$ cat src/rtl/histogram_bank_sequencer.sv
// Captures NUM_BANKS x NUM_BINS histogram bins into a shadow buffer on a strobe and
// streams them out one bank per beat on a registered valid/ready interface.
module histogram_bank_sequencer #(
    parameter int DATA_W    = 16,
    parameter int NUM_BINS  = 36,
    parameter int NUM_BANKS = 2,
    localparam int BANK_W   = (NUM_BANKS > 1) ? $clog2(NUM_BANKS) : 1
) (
    input  logic                                 iclk,
    input  logic                                 ireset,
    input  logic                                 idata_en,
    input  logic                                 imode,
    input  logic [BANK_W-1:0]                    ibank_sel,
    input  logic [NUM_BANKS*NUM_BINS*DATA_W-1:0] ihist,
    input  logic                                 iready,
    output logic [NUM_BINS*DATA_W-1:0]           ohist,
    output logic                                 ovalid,
    output logic [BANK_W-1:0]                    obank,
    output logic                                 olast,
    output logic                                 obusy,
    output logic                                 odrop,
    output logic                                 oerr
);

    localparam int BANK_BITS  = NUM_BINS * DATA_W;
    localparam int TOTAL_BITS = NUM_BANKS * BANK_BITS;
    localparam logic [BANK_W:0]   BANK_LIMIT = (BANK_W + 1)'(NUM_BANKS);
    localparam logic [BANK_W-1:0] LAST_BANK  = BANK_W'(NUM_BANKS - 1);

    typedef enum logic {
        S_IDLE,
        S_SEND
    } state_t;

    state_t                  state, state_next;
    logic [TOTAL_BITS-1:0]   shadow;
    logic [BANK_W-1:0]       end_bank;
    logic [BANK_W-1:0]       start_bank, stop_bank, next_bank;
    logic                    legal, load, advance, drop_next, err_next;

    function automatic logic [BANK_BITS-1:0] bank_slice(input logic [TOTAL_BITS-1:0] flat,
                                                        input logic [BANK_W-1:0]     b);
        return flat[int'(b)*BANK_BITS +: BANK_BITS];
    endfunction

    assign legal      = imode || ({1'b0, ibank_sel} < BANK_LIMIT);
    assign start_bank = imode ? '0 : ibank_sel;
    assign stop_bank  = imode ? LAST_BANK : ibank_sel;
    assign next_bank  = obank + BANK_W'(1);
    assign ovalid     = (state == S_SEND);
    assign obusy      = (state == S_SEND);

    always_comb begin
        state_next = state;
        load       = 1'b0;
        advance    = 1'b0;
        drop_next  = 1'b0;
        err_next   = 1'b0;
        case (state)
            S_IDLE: begin
                if (idata_en) begin
                    if (legal) begin
                        load       = 1'b1;
                        state_next = S_SEND;
                    end else begin
                        err_next = 1'b1;
                    end
                end
            end
            S_SEND: begin
                // The final handshake frees the buffer, so a strobe here starts the next capture.
                if (iready && olast) begin
                    if (idata_en && legal) begin
                        load = 1'b1;
                    end else begin
                        state_next = S_IDLE;
                        err_next   = idata_en;
                    end
                end else begin
                    advance   = iready;
                    drop_next = idata_en;
                end
            end
            default: state_next = S_IDLE;
        endcase
    end

    // NOTE: all state below updates with non-blocking assignments so every register
    // samples pre-edge values regardless of statement order.
    always_ff @(posedge iclk) begin
        if (ireset) begin
            state    <= S_IDLE;
            ohist    <= '0;
            obank    <= '0;
            olast    <= 1'b0;
            end_bank <= '0;
            odrop    <= 1'b0;
            oerr     <= 1'b0;
        end else begin
            state <= state_next;
            odrop <= drop_next;
            oerr  <= err_next;
            if (load) begin
                end_bank <= stop_bank;
                obank    <= start_bank;
                olast    <= (start_bank == stop_bank);
                ohist    <= bank_slice(ihist, start_bank);
            end else if (advance) begin
                obank <= next_bank;
                olast <= (next_bank == end_bank);
                ohist <= bank_slice(shadow, next_bank);
            end
        end
    end

    // NOTE: the shadow buffer has no reset; it is always written before it is read.
    always_ff @(posedge iclk) begin
        if (load) begin
            shadow <= ihist;
        end
    end

endmodule

$ cat config.mk
export PLATFORM = sky130hd
export DESIGN_NAME = histogram_bank_sequencer
export DESIGN_NICKNAME = d
export VERILOG_FILES = /design/src/rtl/histogram_bank_sequencer.sv
export SDC_FILE = /design/constraint.sdc
export NUM_CORES = 2
export LEC_CHECK = 0
export CORE_AREA = 4 4 678 680
export DETAILED_ROUTE_END_ITERATION = 16
export DIE_AREA = 0 0 682 684
export PLACE_DENSITY = 0.32
export SYNTH_ARGS = -nofsm -noshare
export SYNTH_HDL_FRONTEND = slang
export SYNTH_SLANG_ARGS = --single-unit
export TNS_END_PERCENT = 5
$ cat constraint.sdc
create_clock -name iclk -period 93 [get_ports iclk]
set_input_delay 18.6 -clock iclk [delete_from_list [all_inputs] [get_ports iclk]]
set_output_delay 18.6 -clock iclk [all_outputs]
set_load 0.02 [all_outputs]
Yosys cells after proc, flatten, opt, wreduce, memory -nomap -nowiden
Cells that the tools add are included.
{"block": "classes", "mux": 15, "eq_ne": 2, "n_bitwise": 1, "reduce_logical": 3, "add_sub_neg": 1, "n_shift": 2, "n_mul": 2}
{"operator": "1152-bit by 12-bit variable part select with 576-bit output", "count": 2}
{"operator": "576-bit 2-to-1 mux", "count": 2}
{"operator": "1-bit 2-to-1 mux", "count": 11}
{"operator": "1-bit by 4-bit multiplier with 5-bit output, second input constant", "count": 2}
{"operator": "1-bit case mux with 2 select lines", "count": 2}
{"operator": "3-bit OR reduction", "count": 1}
{"operator": "1-bit == test", "count": 2}
{"operator": "2-bit nonzero test", "count": 1}
{"operator": "1-bit adder, second input constant", "count": 1}
{"operator": "1-bit logical AND", "count": 1}
{"operator": "1-bit NOT", "count": 1}
{"block": "totals", "out_inout_bits": 582, "in_bits": 1158, "elab_cells": 33, "ff_bits": 1733}

Logic depth before layout (Yosys ltp)
{"block": "logic_depth", "depth_word": 5, "ltp_mapped": 7, "mapped_depth_nobuf": 4}

Least setup slack after synthesis
OpenSTA, ideal clock, no wires.
{"block": "synth_timing", "path_type": "input port to flip-flop", "from": "input iready", "to": "register end_bank", "required_time_ns": 91.856, "arrival_time_ns": 41.556, "path_stages": 4, "setup_time_ns": 1.144, "path_slack_ns": 50.299, "path_buffers": 0, "cell_sequence": "a21bo_2 > nand2_1 > inv_1 > a211oi_1"}
{"block": "synth_between", "elab_chain_cells": 3}
{"element": "start, declared", "line_no": "15", "rtl": "input logic iready,"}
{"element": "1-bit logical AND", "line_no": "72", "rtl": "if (iready && olast) begin"}
{"element": "1-bit 2-to-1 mux", "line_no": "72"}
{"element": "1-bit case mux with 2 select lines", "line_no": "59", "rtl": "case (state)"}
{"element": "named net load", "line_no": "39", "rtl": "logic legal, load, advance, drop_next, err_next;"}
{"element": "end signal, assigned", "line_no": "104", "rtl": "end_bank <= stop_bank;"}
{"element": "end, declared", "line_no": "37", "rtl": "logic [BANK_W-1:0] end_bank;"}
The timed path passes the listed nets, and every way through them passes these cells.
A chain may end at the register's enable or synchronous reset.

Worst setup path in the final report
{"block": "layout_timing", "from": "input idata_en", "to": "register shadow[398] (enable)"}
{"block": "layout_between", "elab_chain_cells": 3}
{"element": "start, declared", "line_no": "11", "rtl": "input logic idata_en,"}
{"element": "1-bit 2-to-1 mux (*)", "line_no": "61, 73"}
{"element": "1-bit 2-to-1 mux", "line_no": "72"}
{"element": "1-bit case mux with 2 select lines (*)", "line_no": "59"}
{"element": "named net load", "line_no": "39"}
{"element": "end signal, assigned", "line_no": "119", "rtl": "shadow <= ihist;"}
{"element": "end, declared", "line_no": "36", "rtl": "logic [TOTAL_BITS-1:0] shadow;"}
The timed path passes the listed nets; every way through them passes the cells marked *.

==> results.json <==
{
  "run_status": "finished, final reports clean",
  "powerDensity_nw_per_um2": 21.06,
  "setup_viol": 0,
  "peakVddDrop_mv": 0.01404,
  "syn_inst": 4384,
  "worst_pin_slew_ns": 1.166,
  "clockRootBuffer": "clkbuf_16",
  "insertion_delay_ns": 0.89,
  "portBuffers": 1738,
  "vias_per_cell": 3.848,
  "num_vias": 47500,
  "clkTransAtPathRegs_ns": 0.06,
  "synth_flop_cell": "edfxtp_1",
  "final_util_pct": 21.94,
  "grt.total_usage_pct": 14.58,
  "rsz0062_at_grt": "no",
  "fillers": 48180,
  "drive_above_1_share_pct": 15.46,
  "cp_data_required_time_ns": 93.50,
  "setup_ws_ns": 68.09,
  "ys_types": 30,
  "drc_errors": 0,
  "fmax_mhz": 40.15,
  "yosys.area.top_type": "edfxtp_1",
  "wl_per_cell_um": 28.92,
  "io_pins": 1740,
  "instances_no_fill": 12340,
  "finalCritPeriodShare_pct": 26.78,
  "die_h_um": 684,
  "syn_nets": 5542,
  "hold_path.class": "flip-flop to flip-flop",
  "synth_edf_count": 1152,
  "fp-row-count": 248,
  "place_hpwl_mm": 263.9,
  "setup_tns_ns": 0,
  "ctsHoldBuffers": 0,
  "grt_overflow": 0,
  "ctsHtreeMaxLevel": 4,
  "cts.sinks": 1733,
  "critPathCaptureType": "flip-flop",
  "cts_tree": "built",
  "hold_viol": 0,
  "mappedNetlistArea_um2": 69250,
  "nNetsFinal": 7257,
  "synth.avg_cell_area_um2": 15.80,
  "place_ws_ns": 66.94,
  "core_um2": 454300,
  "cts_made_buffers": 222,
  "slew_violations": 0,
  "area_delta_synth_final_pct": 43.91,
  "worstPathMaxFanout": 94,
  "crit_type": "primary input to flip-flop",
  "synthTopCellsByArea": "edfxtp_1, dfxtp_1, mux2_2, a221o_1, mux2i_1",
  "ctsResizeCount": 0,
  "drtPass1Iterations": 5,
  "fp.dieW_um": 682,
  "crit_arrival_ns": 25.40,
  "ys_warn_count": 0,
  "start_util_pct": 15.24,
  "crit_path_start_kind": "primary input",
  "grt_pass1_wl_mm": 467.3,
  "ant_nets": 0,
  "fin_crit_ns": 24.91,
  "drv_cap": 0,
  "synth_top_area_share_pct": 49.95,
  "routed_wl_mm": 357.0,
  "place_inst": 11880,
  "antenna_found_initial": 258,
  "post_cts_buffers": 0,
  "grt_pass1_vias": 48340,
  "drtIter0Drc": 2624,
  "ys_ff_latch": 1733,
  "power_leakage_nw": 33.64,
  "grt_max_degree": 130,
  "fin_skew_ns": 0.04214,
  "seq_area_frac_synth_pct": 66.75,
  "async_flop_share_pct": 0,
  "slew_headroom_pct": 22.26,
  "clockBufferDepth": 4,
  "dieArea_um2": 466500,
  "gp_congestion": 0.8213
}
==> final cells by class <==
| type | instances | area (um^2) | share of cell area (%) |
|---|---|---|---|
| Inverter | 2 | 15.01 | 0.01506 |
| Clock buffer | 326 | 6442 | 6.464 |
| Antenna cell | 52 | 130.1 | 0.1306 |
| Tap cell | 6000 | 7507 | 7.532 |
| Timing Repair Buffer | 1814 | 18020 | 18.08 |
| Multi-Input combinational cell | 2326 | 20370 | 20.44 |
| Sequential cell | 1733 | 46230 | 46.38 |
| Clock inverter | 91 | 952.2 | 0.9554 |
==> metrics by stage <==
step,hold slack (ns),instance area [um^2],total power [mW]
final,0.4850,99660,2.099
after global routing,0.4973,99570,2.187
after CTS,0.4893,99530,2.148
after detailed placement,0.4702,92140,1.241
after global placement,0.4691,92140,1.239
after floorplan,0.5026,69250,1.096
==> synthesized netlist by cell type (2+ instances only) <==
master / number
a31o_2: 2
mux2_1: 20
buf_8: 5
edfxtp_1: 1152
mux2i_1: 576
xor2_1: 2
nor2_1: 577
buf_4: 11
buf_6: 175
a21oi_1: 4
inv_1: 2
mux2_2: 556
buf_1: 8
a221o_1: 576
clkbuf_1: 70
buf_2: 54
dfxtp_1: 581
==> critical path, stage by stage <==
cell and delay, ns:
clkdlybuf4s50_1 0.78, nand2_1 0.30, inv_8 0.54, buf_4 0.81, buf_4 0.62, buf_4 0.63
buf_4 0.66, buf_4 0.77, buf_4 0.68, buf_4 0.67
==> flip-flops by register name, indices dropped and copies added (netlist names) <==
name and cells:
odrop 1, ohist 576, obank 1, shadow 1152
end_bank 1, olast 1, obusy 1
==> logic make-up (layout without fill, tap and decap cells) <==
family	count (synthesis)	count (layout)	share of synthesized area, %
AO/OA/AOI/OAI	586	586	8.425
XOR/XNOR	2	2	0.02530
buffers and inverters	325	2233	3.897
flip-flops	1733	1733	66.75
multiplexers	1152	1152	17.69
other	1	53	0.005415
AND/OR/NAND/NOR	585	585	3.209
==> cell usage in the layout (no fill, tap or decap), drive strengths merged, types with 2 or more instances in the layout <==
| cell type | n |
|---|---|
| clkinv | 64 |
| mux2 | 576 |
| buf | 80 |
| bufinv | 17 |
| clkbuf | 326 |
| a31o | 2 |
| nor2 | 577 |
| mux2i | 576 |
| dfxtp | 581 |
| a21oi | 4 |
| diode | 52 |
| inv | 10 |
| a221o | 576 |
| edfxtp | 1152 |
| clkinvlp | 2 |
| xor2 | 2 |
| clkdlybuf4s50 | 1734 |
==> per-layer routing <==
layer	vias up	routed length, um	GRT usage (%)
li1	20810	-	-
met1	24010	131900	15.77
met2	1755	184900	26.88
met3	721	29410	5.144
met4	200	9504	3.395
met5	-	1267	0
==> report_power, final <==
| part | internal (mW) | total, mW | switching [mW] |
|---|---|---|---|
| sequential | 0.884 | 0.913 | 0.0293 |
| combinational | 0.139 | 0.302 | 0.163 |
| clock | 0.525 | 0.884 | 0.358 |
==> final timing paths <==
check	to	from	slack (ns)	cells past startpoint
worst max-delay path	shadow[398]	idata_en	68.09	10
worst max register to register	shadow[398]	obusy	85.96	10
worst min register to register	ohist[285]	ohist[285]	0.48	1
worst min-delay path	ohist[285]	ohist[285]	0.48	1
(Power assumes the default switching activity.)
